## config.mk

```make
export PLATFORM = sky130hd
export DESIGN_NAME = rps_move_capture_flat
export DESIGN_NICKNAME = d
export VERILOG_FILES = /design/src/rtl/rps_move_capture_if.sv /design/src/rtl/rps_move_capture.sv /design/src/flat_wrapper.sv
export SDC_FILE = /design/constraint.sdc
export NUM_CORES = 1
export LEC_CHECK = 0
export CAP_MARGIN = 25
export CORE_MARGIN = 10
export CORE_UTILIZATION = 35
export CTS_BUF_LIST = sky130_fd_sc_hd__clkbuf_16
export CTS_CLUSTER_DIAMETER = 60
export DETAILED_ROUTE_END_ITERATION = 6
export PLACE_DENSITY = 0.56
export SETUP_SLACK_MARGIN = 0.15
export SLEW_MARGIN = 10
export SYNTH_ARGS = -nofsm -noshare
export SYNTH_HDL_FRONTEND = slang
export SYNTH_SLANG_ARGS = --single-unit
```

## constraint.sdc

```tcl
create_clock -name clk -period 2.1 [get_ports clk]
set_clock_uncertainty 0.05 [all_clocks]
set_input_delay 0.525 -clock clk [delete_from_list [all_inputs] [get_ports clk]]
set_output_delay 0.525 -clock clk [all_outputs]
set_load 0.03 [all_outputs]
```

## src/rtl/rps_move_capture_if.sv

```systemverilog
// Round handshake between the move-capture front end (master) and the judge (slave).
// The master presents both one-hot moves with a level round_valid and holds them until round_ack.
interface rps_move_capture_if;
    logic       round_valid;
    logic       round_ack;
    logic [2:0] move1;
    logic [2:0] move2;
    logic [3:0] round_cnt;

    modport master (
        output round_valid,
        output move1,
        output move2,
        output round_cnt,
        input  round_ack
    );

    modport slave (
        input  round_valid,
        input  move1,
        input  move2,
        input  round_cnt,
        output round_ack
    );
endinterface

```

## src/rtl/rps_move_capture.sv

```systemverilog
// Rock-paper-scissors front end: synchronise and debounce both players' buttons, latch one hidden move each, reveal to the judge.
// Optional RPS_CPU_P2_EN: player 2 is replaced by an 8-bit LFSR that locks together with player 1.
module rps_move_capture #(
    parameter int         DB_CYCLES = 16,
    parameter logic [7:0] LFSR_SEED = 8'hA5
) (
    input  logic clk,
    input  logic rst,
    input  logic rock1,
    input  logic paper1,
    input  logic scissors1,
    input  logic lock1,
    input  logic rock2,
    input  logic paper2,
    input  logic scissors2,
    input  logic lock2,
    output logic p1_locked,
    output logic p2_locked,
    output logic err1,
    output logic err2,
    rps_move_capture_if.master rnd
);
    localparam int            CW       = $clog2(DB_CYCLES + 1);
    localparam logic [CW-1:0] CNT_LAST = CW'(DB_CYCLES - 1);

    typedef enum logic [1:0] {
        COLLECT = 2'd0,
        REVEAL  = 2'd1,
        RELEASE = 2'd2
    } state_t;

    // Raw bit order: {lock2, scissors2, paper2, rock2, lock1, scissors1, paper1, rock1}
    logic [7:0] raw;
`ifdef RPS_CPU_P2_EN
    assign raw = {4'b0000, lock1, scissors1, paper1, rock1};
`else
    assign raw = {lock2, scissors2, paper2, rock2, lock1, scissors1, paper1, rock1};
`endif

    logic [7:0]    sync1_q;
    logic [7:0]    sync2_q;
    logic [7:0]    deb_q;
    logic [7:0]    deb_d;
    logic [CW-1:0] db_cnt_q [8];
    logic [CW-1:0] db_cnt_d [8];

    generate
        for (genvar gi = 0; gi < 8; gi++) begin : g_debounce
            assign deb_d[gi]    = (sync2_q[gi] != deb_q[gi] && db_cnt_q[gi] == CNT_LAST)
                                  ? ~deb_q[gi] : deb_q[gi];
            assign db_cnt_d[gi] = (sync2_q[gi] == deb_q[gi] || db_cnt_q[gi] == CNT_LAST)
                                  ? '0 : db_cnt_q[gi] + 1'b1;
        end
    endgenerate

    always_ff @(posedge clk) begin
        if (rst) begin
            sync1_q <= '0;
            sync2_q <= '0;
            deb_q   <= '0;
            for (int i = 0; i < 8; i++) db_cnt_q[i] <= '0;
        end else begin
            sync1_q <= raw;
            sync2_q <= sync1_q;
            deb_q   <= deb_d;
            for (int i = 0; i < 8; i++) db_cnt_q[i] <= db_cnt_d[i];
        end
    end

    logic [1:0] lock_prev_q;
    logic [2:0] btn1;
    logic       press1;
    logic       valid1;
    logic       release_ok;

    assign btn1   = deb_q[2:0];
    assign press1 = deb_q[3] & ~lock_prev_q[0];
    assign valid1 = (btn1 == 3'b001) || (btn1 == 3'b010) || (btn1 == 3'b100);

`ifdef RPS_CPU_P2_EN
    logic [7:0] lfsr_q;
    logic [7:0] lfsr_d;
    logic [7:0] cpu_idx;
    logic [2:0] cpu_move;

    // Fibonacci form of x^8+x^6+x^5+x^4+1, shifting towards the MSB
    assign lfsr_d     = {lfsr_q[6:0], lfsr_q[7] ^ lfsr_q[5] ^ lfsr_q[4] ^ lfsr_q[3]};
    assign cpu_idx    = lfsr_q % 8'd3;
    assign release_ok = ~deb_q[3];

    always_comb begin
        case (cpu_idx)
            8'd0:    cpu_move = 3'b001;
            8'd1:    cpu_move = 3'b010;
            default: cpu_move = 3'b100;
        endcase
    end

    always_ff @(posedge clk) begin
        if (rst) lfsr_q <= LFSR_SEED;
        else     lfsr_q <= lfsr_d;
    end
`else
    logic [2:0] btn2;
    logic       press2;
    logic       valid2;

    assign btn2       = deb_q[6:4];
    assign press2     = deb_q[7] & ~lock_prev_q[1];
    assign valid2     = (btn2 == 3'b001) || (btn2 == 3'b010) || (btn2 == 3'b100);
    assign release_ok = ~deb_q[3] & ~deb_q[7];
`endif

    state_t     state_q, state_d;
    logic       lock1_q, lock1_d;
    logic       lock2_q, lock2_d;
    logic [2:0] sel1_q, sel1_d;
    logic [2:0] sel2_q, sel2_d;
    logic       err1_q, err1_d;
    logic       err2_q, err2_d;
    logic [3:0] cnt_q, cnt_d;
    logic       rv_q, rv_d;
    logic [2:0] mv1_out_q, mv1_out_d;
    logic [2:0] mv2_out_q, mv2_out_d;

    always_ff @(posedge clk) begin : state_register
        if (rst) state_q <= COLLECT;
        else     state_q <= state_d;
    end

    always_comb begin : next_state_logic
        state_d = state_q;
        case (state_q)
            COLLECT: if (lock1_q && lock2_q) state_d = REVEAL;
            REVEAL:  if (rnd.round_ack)      state_d = RELEASE;
            RELEASE: if (release_ok)         state_d = COLLECT;
            default:                         state_d = COLLECT;
        endcase
    end

    always_comb begin : round_datapath
        lock1_d = lock1_q;
        lock2_d = lock2_q;
        sel1_d  = sel1_q;
        sel2_d  = sel2_q;
        err1_d  = 1'b0;
        err2_d  = 1'b0;
        cnt_d   = cnt_q;
        if (state_q == COLLECT) begin
            if (press1 && !lock1_q) begin
                if (valid1) begin
                    lock1_d = 1'b1;
                    sel1_d  = btn1;
`ifdef RPS_CPU_P2_EN
                    lock2_d = 1'b1;
                    sel2_d  = cpu_move;
`endif
                end else begin
                    err1_d = 1'b1;
                end
            end
`ifndef RPS_CPU_P2_EN
            if (press2 && !lock2_q) begin
                if (valid2) begin
                    lock2_d = 1'b1;
                    sel2_d  = btn2;
                end else begin
                    err2_d = 1'b1;
                end
            end
`endif
        end
        if (state_q == REVEAL && rnd.round_ack) begin
            cnt_d   = cnt_q + 4'd1;
            lock1_d = 1'b0;
            lock2_d = 1'b0;
            sel1_d  = 3'b000;
            sel2_d  = 3'b000;
        end
    end

    // Outputs are decoded from next state so they switch on the same edge as the state
    always_comb begin : output_decode
        rv_d      = (state_d == REVEAL);
        mv1_out_d = rv_d ? sel1_d : 3'b000;
        mv2_out_d = rv_d ? sel2_d : 3'b000;
    end

    always_ff @(posedge clk) begin
        if (rst) begin
            lock_prev_q <= '0;
            lock1_q     <= 1'b0;
            lock2_q     <= 1'b0;
            sel1_q      <= '0;
            sel2_q      <= '0;
            err1_q      <= 1'b0;
            err2_q      <= 1'b0;
            cnt_q       <= '0;
            rv_q        <= 1'b0;
            mv1_out_q   <= '0;
            mv2_out_q   <= '0;
        end else begin
            lock_prev_q <= {deb_q[7], deb_q[3]};
            lock1_q     <= lock1_d;
            lock2_q     <= lock2_d;
            sel1_q      <= sel1_d;
            sel2_q      <= sel2_d;
            err1_q      <= err1_d;
            err2_q      <= err2_d;
            cnt_q       <= cnt_d;
            rv_q        <= rv_d;
            mv1_out_q   <= mv1_out_d;
            mv2_out_q   <= mv2_out_d;
        end
    end

    assign p1_locked       = lock1_q;
    assign p2_locked       = lock2_q;
    assign err1            = err1_q;
    assign err2            = err2_q;
    assign rnd.round_valid = rv_q;
    assign rnd.move1       = mv1_out_q;
    assign rnd.move2       = mv2_out_q;
    assign rnd.round_cnt   = cnt_q;
endmodule
```

## src/flat_wrapper.sv

```systemverilog
// flat-port wrapper written by rule: the top's interface ports become plain ports
module rps_move_capture_flat 
#(
    parameter int         DB_CYCLES = 16,
    parameter logic [7:0] LFSR_SEED = 8'hA5
)
  (clk, rst, rock1, paper1, scissors1, lock1, rock2, paper2, scissors2, lock2, p1_locked, p2_locked, err1, err2, rnd_round_valid, rnd_move1, rnd_move2, rnd_round_cnt, rnd_round_ack);
  rps_move_capture_if rnd_i ();
  input  logic clk;
  input  logic rst;
  input  logic rock1;
  input  logic paper1;
  input  logic scissors1;
  input  logic lock1;
  input  logic rock2;
  input  logic paper2;
  input  logic scissors2;
  input  logic lock2;
  output logic p1_locked;
  output logic p2_locked;
  output logic err1;
  output logic err2;
  output wire logic [$bits(rnd_i.round_valid)-1:0] rnd_round_valid;
  output wire logic [$bits(rnd_i.move1)-1:0] rnd_move1;
  output wire logic [$bits(rnd_i.move2)-1:0] rnd_move2;
  output wire logic [$bits(rnd_i.round_cnt)-1:0] rnd_round_cnt;
  input wire logic [$bits(rnd_i.round_ack)-1:0] rnd_round_ack;
  assign rnd_round_valid = rnd_i.round_valid;
  assign rnd_move1 = rnd_i.move1;
  assign rnd_move2 = rnd_i.move2;
  assign rnd_round_cnt = rnd_i.round_cnt;
  assign rnd_i.round_ack = rnd_round_ack;
  rps_move_capture #(.DB_CYCLES(DB_CYCLES), .LFSR_SEED(LFSR_SEED)) u_core (.clk(clk), .rst(rst), .rock1(rock1), .paper1(paper1), .scissors1(scissors1), .lock1(lock1), .rock2(rock2), .paper2(paper2), .scissors2(scissors2), .lock2(lock2), .p1_locked(p1_locked), .p2_locked(p2_locked), .err1(err1), .err2(err2), .rnd(rnd_i));
endmodule
```

After elaboration in Yosys (flattened, before gate mapping):

Memories as Yosys holds them, arrays and structs flattened.
Cells that the tools add are included.

* add/subtract/negate cells: 9
* eq/ne operators: 33
* mux-type cells: 33
* bitwise gates (word level): 25
* reduce and logical (&&, ||, !) cells: 33

Operators with widths (number)
* $mux 5: 16
* $add 5x1->5 const B: 8
* $eq 5x4->1 const B: 8
* $mux 3: 8
* $not 1->1: 14
* $logic_and 1x1->1: 12
* $logic_or 1x1->1: 12
* $eq 1x1->1: 8
* $ne 1x1->1: 8
* $or 1x1->1: 8
* $eq 3x1->1 const B: 2
* $eq 3x2->1 const B: 2
* $eq 3x3->1 const B: 2
* $mux 2: 3
* $pmux 2 s3: 1
* $reduce_and 3->1: 2
* $reduce_or 3->1: 2
* $mux 1: 5
* $add 4x1->4 const B: 1
* $eq 2x1->1 const B: 2
* $reduce_or 2->1: 2
* $and 1x1->1: 3
* $eq 2x2->1 const B: 1
* $logic_not 1->1: 2
* $logic_not 2->1: 1

* bits in registers: 49
* bits in writable memories: 40
* input port bits: 11
* output and inout port bits: 15
* logic and storage cells: 156
* memories: 1

Memory list
* u_core.db_cnt_q: depth 8, bits a word 5, rd ports 8, clocked after memory_dff 0, write ports 8, line rps_move_capture.sv:44 `logic [CW-1:0] db_cnt_q [8];`

Depth between registers and ports, before layout:

Gate-level depths: netlist of the first run.

* depth in word-level cells: 7
* mapped depth: 5
* depth with buffers taken out: 5

Worst setup path after synthesis of the first run:

OpenSTA, ideal clock, no wires.

* kind: register to register
* start: reg u_core.lock1_q, in the netlist u_core.p1_locked
* end: reg u_core.mv1_out_q[0], in the netlist u_core.rnd.move1[0]
* setup time: 0.092 ns
* data arrival time: 1.567 ns
* data required time: 1.958 ns
* path slack: 0.392 ns
* cell stages (with the launch flop): 4
* path buffers: 0
* clock period less this slack: 1.708 ns
* cell sequence: dfxtp_1 > or4_4 > o41a_1 > nor4_1

* word-level cells in the longest chain between the ends: 6
* elaborated cells between the ends (all ways): 11
* those cells by class: eq/ne: 1; mux: 5; bitwise: 1; reduce/logical: 4

RTL lines
* from (decl): line rps_move_capture.sv:115 `logic lock1_q, lock1_d;`
* from (signal assigned): line rps_move_capture.sv:204 `lock1_q <= lock1_d;`
* $logic_and 1x1->1: line rps_move_capture.sv:134 `COLLECT: if (lock1_q && lock2_q) state_d = REVEAL;`
* $mux 2: line rps_move_capture.sv:134
* $pmux 2 s3: line rps_move_capture.sv:133 `case (state_q)`
* $eq 2x1->1: line rps_move_capture.sv:184 `rv_d = (state_d == REVEAL);`
* $not 1->1 (no line)
* $reduce_or 2->1 (no line)
* to (signal assigned): line rps_move_capture.sv:212 `mv1_out_q <= mv1_out_d;`
* to (decl): line rps_move_capture.sv:123 `logic [2:0] mv1_out_q, mv1_out_d;`

Several ways; a longest one is shown, not always the timed one.
A chain may end at the register's enable or synchronous reset.

Final worst setup path of the first run:

* start: reg u_core.mv1_out_q[0], in the netlist u_core.rnd.move1[0]
* end: out rnd_move1[0]

RTL lines
* to (decl): line flat_wrapper.sv:24 `output wire logic [$bits(rnd_i.move1)-1:0] rnd_move1;`

No word-level cell between the ends.

==> out/metrics.cfg, run 1 <==
[setup_path]
crit_arrival_ns=1.32
worst-path-max-fanout=1
timing.critical_path.buf_inv=1
cpPeakStageDelay_ns=0.67
crit_family=buffers and inverters
end_kind=primary output
start_kind=register
crit_type=register to primary output
cp_data_required_time_ns=1.52
worst_path_max_delay_cell=clkdlybuf4s50_1
crit_chain=clkdlybuf4s50_1

[status]
status=complete, no violations

[clock_network]
clock-sinks=89
post-cts-setup-buffers=0
cts_hold_buf=0
cts_resized=7
cts_made_buffers=9
cts-root-buf=clkbuf_16
path_clk_slew_ns=0.06
ctsHtreeMaxLevel=3
clock_latency_ns=0.33
cts_buffer_depth=2
cts_tree=done

[timing]
worst_pin_slew_ns=0.440
hold_violations=0
fin_crit_sh=0.902
finalSetupTns_ns=0
final_max_slew_viol_count=0
max_freq_mhz=528
fin_crit_ns=1.89
rsz0062_at_grt=no
setup_viol=0
relSlewSlack=0.706

[place]
port-buffer-count=25
place_congestion=0.805
hpwl_um=4280
postPlaceCellArea_mm2=0.00380

[power_and_ir_drop]
ir_drop_mv=0.343
leakagePower_uw=0.00158
power_density_mw_per_mm2=850

[synthesis]
syn_nets=370
ys_warn_count=0
netlist_area_mm2=0.00337
yosysUniqueCellTypes=33
yosysSeqAreaShare=0.528
avgSynthCellArea_um2=9.87
syn_inst=342
synth-seq-cells=89

[cells_and_area]
fill_cells=912
design_area_mm2=0.00411
drive_above_1_share=0.0712
n_antenna_cell=0
final-seq-area_mm2=0.00178
final_cell_mix=dfxtp_1, nor2_1, inv_1
multi_input_area_mm2=0.00144
syn_to_final_growth_pct=21.8
final_common_cell=dfxtp_1
nets=402

[drt]
drt-total-wl_um=5860
wl_per_cell_um=11.5
drt_iter0_drc=76
drc=0
vias=2321
ant_nets=0
first_pass_iters=4
vias_per_cell=4.57

[grt]
antenna_found_initial=0
grtUsageTotal=0.0899
grt_max_degree=16
grt_pass1_vias=2234
gr-total-overflow=0
grt_pass1_wl_um=10500

[die]
die_x_um=118
core_area_mm2=0.00933
io_pins=26
row_count=35
die_y_um=118
die_area_mm2=0.0140
initial_core_util=0.362

[min_path]
min_path_type=register to register

[flow_run]
maxCapViolCount=0

[per-stage QoR]
step | util | total power (µW) | instances | hold WS (ns) | setup WS [ns]
2_1_floorplan | - | 1810 | 342 | 0.364 | 0.392
3_3_place_gp | 0.408 | 1850 | 492 | 0.368 | 0.0529
3_5_place_dp | 0.408 | 1850 | 492 | 0.373 | 0.0158
4_1_cts | 0.441 | 3550 | 508 | 0.388 | 0.180
5_1_grt | 0.441 | 3650 | 508 | 0.406 | 0.155
6_report | 0.441 | 3490 | 508 | 0.382 | 0.207
[where the power goes]
part / internal (µW) / switching [µW]
sequential: 1710 / 13.1
combinational: 49.0 / 39.4
clock: 1040 / 637
[registers in the layout, summed over array words and instances (netlist names), 2 cells and up]
name,flops
u_core.rnd.round_cnt,4
u_core.lock_prev_q,2
u_core.sel1_q,3
u_core.deb_q,8
u_core.rnd.move2,3
u_core.db_cnt_q,40
u_core.sync2_q,8
u_core.sel2_q,3
u_core.sync1_q,8
u_core.rnd.move1,3
u_core.state_q,2
[path summary, 6_finish.rpt]
| path | start | slack (ns) | cells past startpoint | end |
|---|---|---|---|---|
| worst max-delay path | u_core.rnd.move1[0] | 0.21 | 1 | rnd_move1[0] |
| worst min-delay path | u_core.sync1_q[3] | 0.38 | 1 | u_core.sync2_q[3] |
| worst max register to register | u_core.state_q[1] | 0.33 | 3 | u_core.rnd.move1[0] |
| worst min register to register | u_core.sync1_q[3] | 0.38 | 1 | u_core.sync2_q[3] |
[Yosys cell counts (all sizes together)]
cell	instances	area, µm²
nand3b	2	15.0
xnor2	17	149
ha	17	213
nor4b	10	87.6
o41a	1	11.3
xor2	11	96.3
mux2i	9	90.1
nand2b	2	12.5
inv	24	90.1
nor4	6	37.5
a21o	4	30.0
nand4b	1	8.76
clkbuf	13	48.8
o22ai	1	6.26
or3b	1	8.76
o211ai	1	7.51
nand3	9	45.0
o31ai	4	30.0
o21a	1	7.51
a211o	1	8.76
o2111ai	1	8.76
o21ai	3	15.0
a22oi	4	30.0
and3	8	50.1
nor2	60	225
a21oi	11	55.1
nor2b	17	106
buf	1	11.3
or4	2	18.8
or3	10	62.6
dfxtp	89	1780
a31oi	1	6.26
[layer usage]
layer | share of wire | vias to the layer above | wire length (µm) | track usage
met3 | 0.056 | 2 | 330 | 0.0419
li1 | - | 1216 | - | -
met1 | 0.50 | 1062 | 2950 | 0.111
met2 | 0.43 | 41 | 2520 | 0.132
met4 | 0.011 | 0 | 62 | 0.0371
met5 | 0 | - | 0 | 0
[area by class of cell]
cell class | instances | share of cell area
Tap cell | 129 | 0.0393
Timing Repair Buffer | 35 | 0.0770
Clock buffer | 9 | 0.0548
Sequential cell | 89 | 0.433
Inverter | 24 | 0.0219
Multi-Input combinational cell | 215 | 0.351
Clock inverter | 7 | 0.0228
[logic make-up (layout without fill, tap and decap cells)]
group                    after synthesis  in the layout  synth area share
AND/OR/NAND/NOR                      128            128             0.201
flip-flops                            89             89             0.528
buffers and inverters                 38             75            0.0445
AO/OA/AOI/OAI                         33             33            0.0641
XOR/XNOR                              28             28            0.0727
adder cells (fa/ha/maj)               17             17            0.0630
multiplexers                           9              9            0.0267
No activity file was read; power rests on OpenSTA's default activity.
==> run 2, diff against run 1 <==
--- a/config.mk
+++ b/config.mk
@@ -13,7 +13,7 @@
 export DETAILED_ROUTE_END_ITERATION = 6
 export PLACE_DENSITY = 0.56
 export SETUP_SLACK_MARGIN = 0.15
-export SLEW_MARGIN = 10
+export SLEW_MARGIN = 20
 export SYNTH_ARGS = -nofsm -noshare
 export SYNTH_HDL_FRONTEND = slang
 export SYNTH_SLANG_ARGS = --single-unit
==> results of run 2 <==
No change in the layout: final DEF, timing and power equal those of run 1.
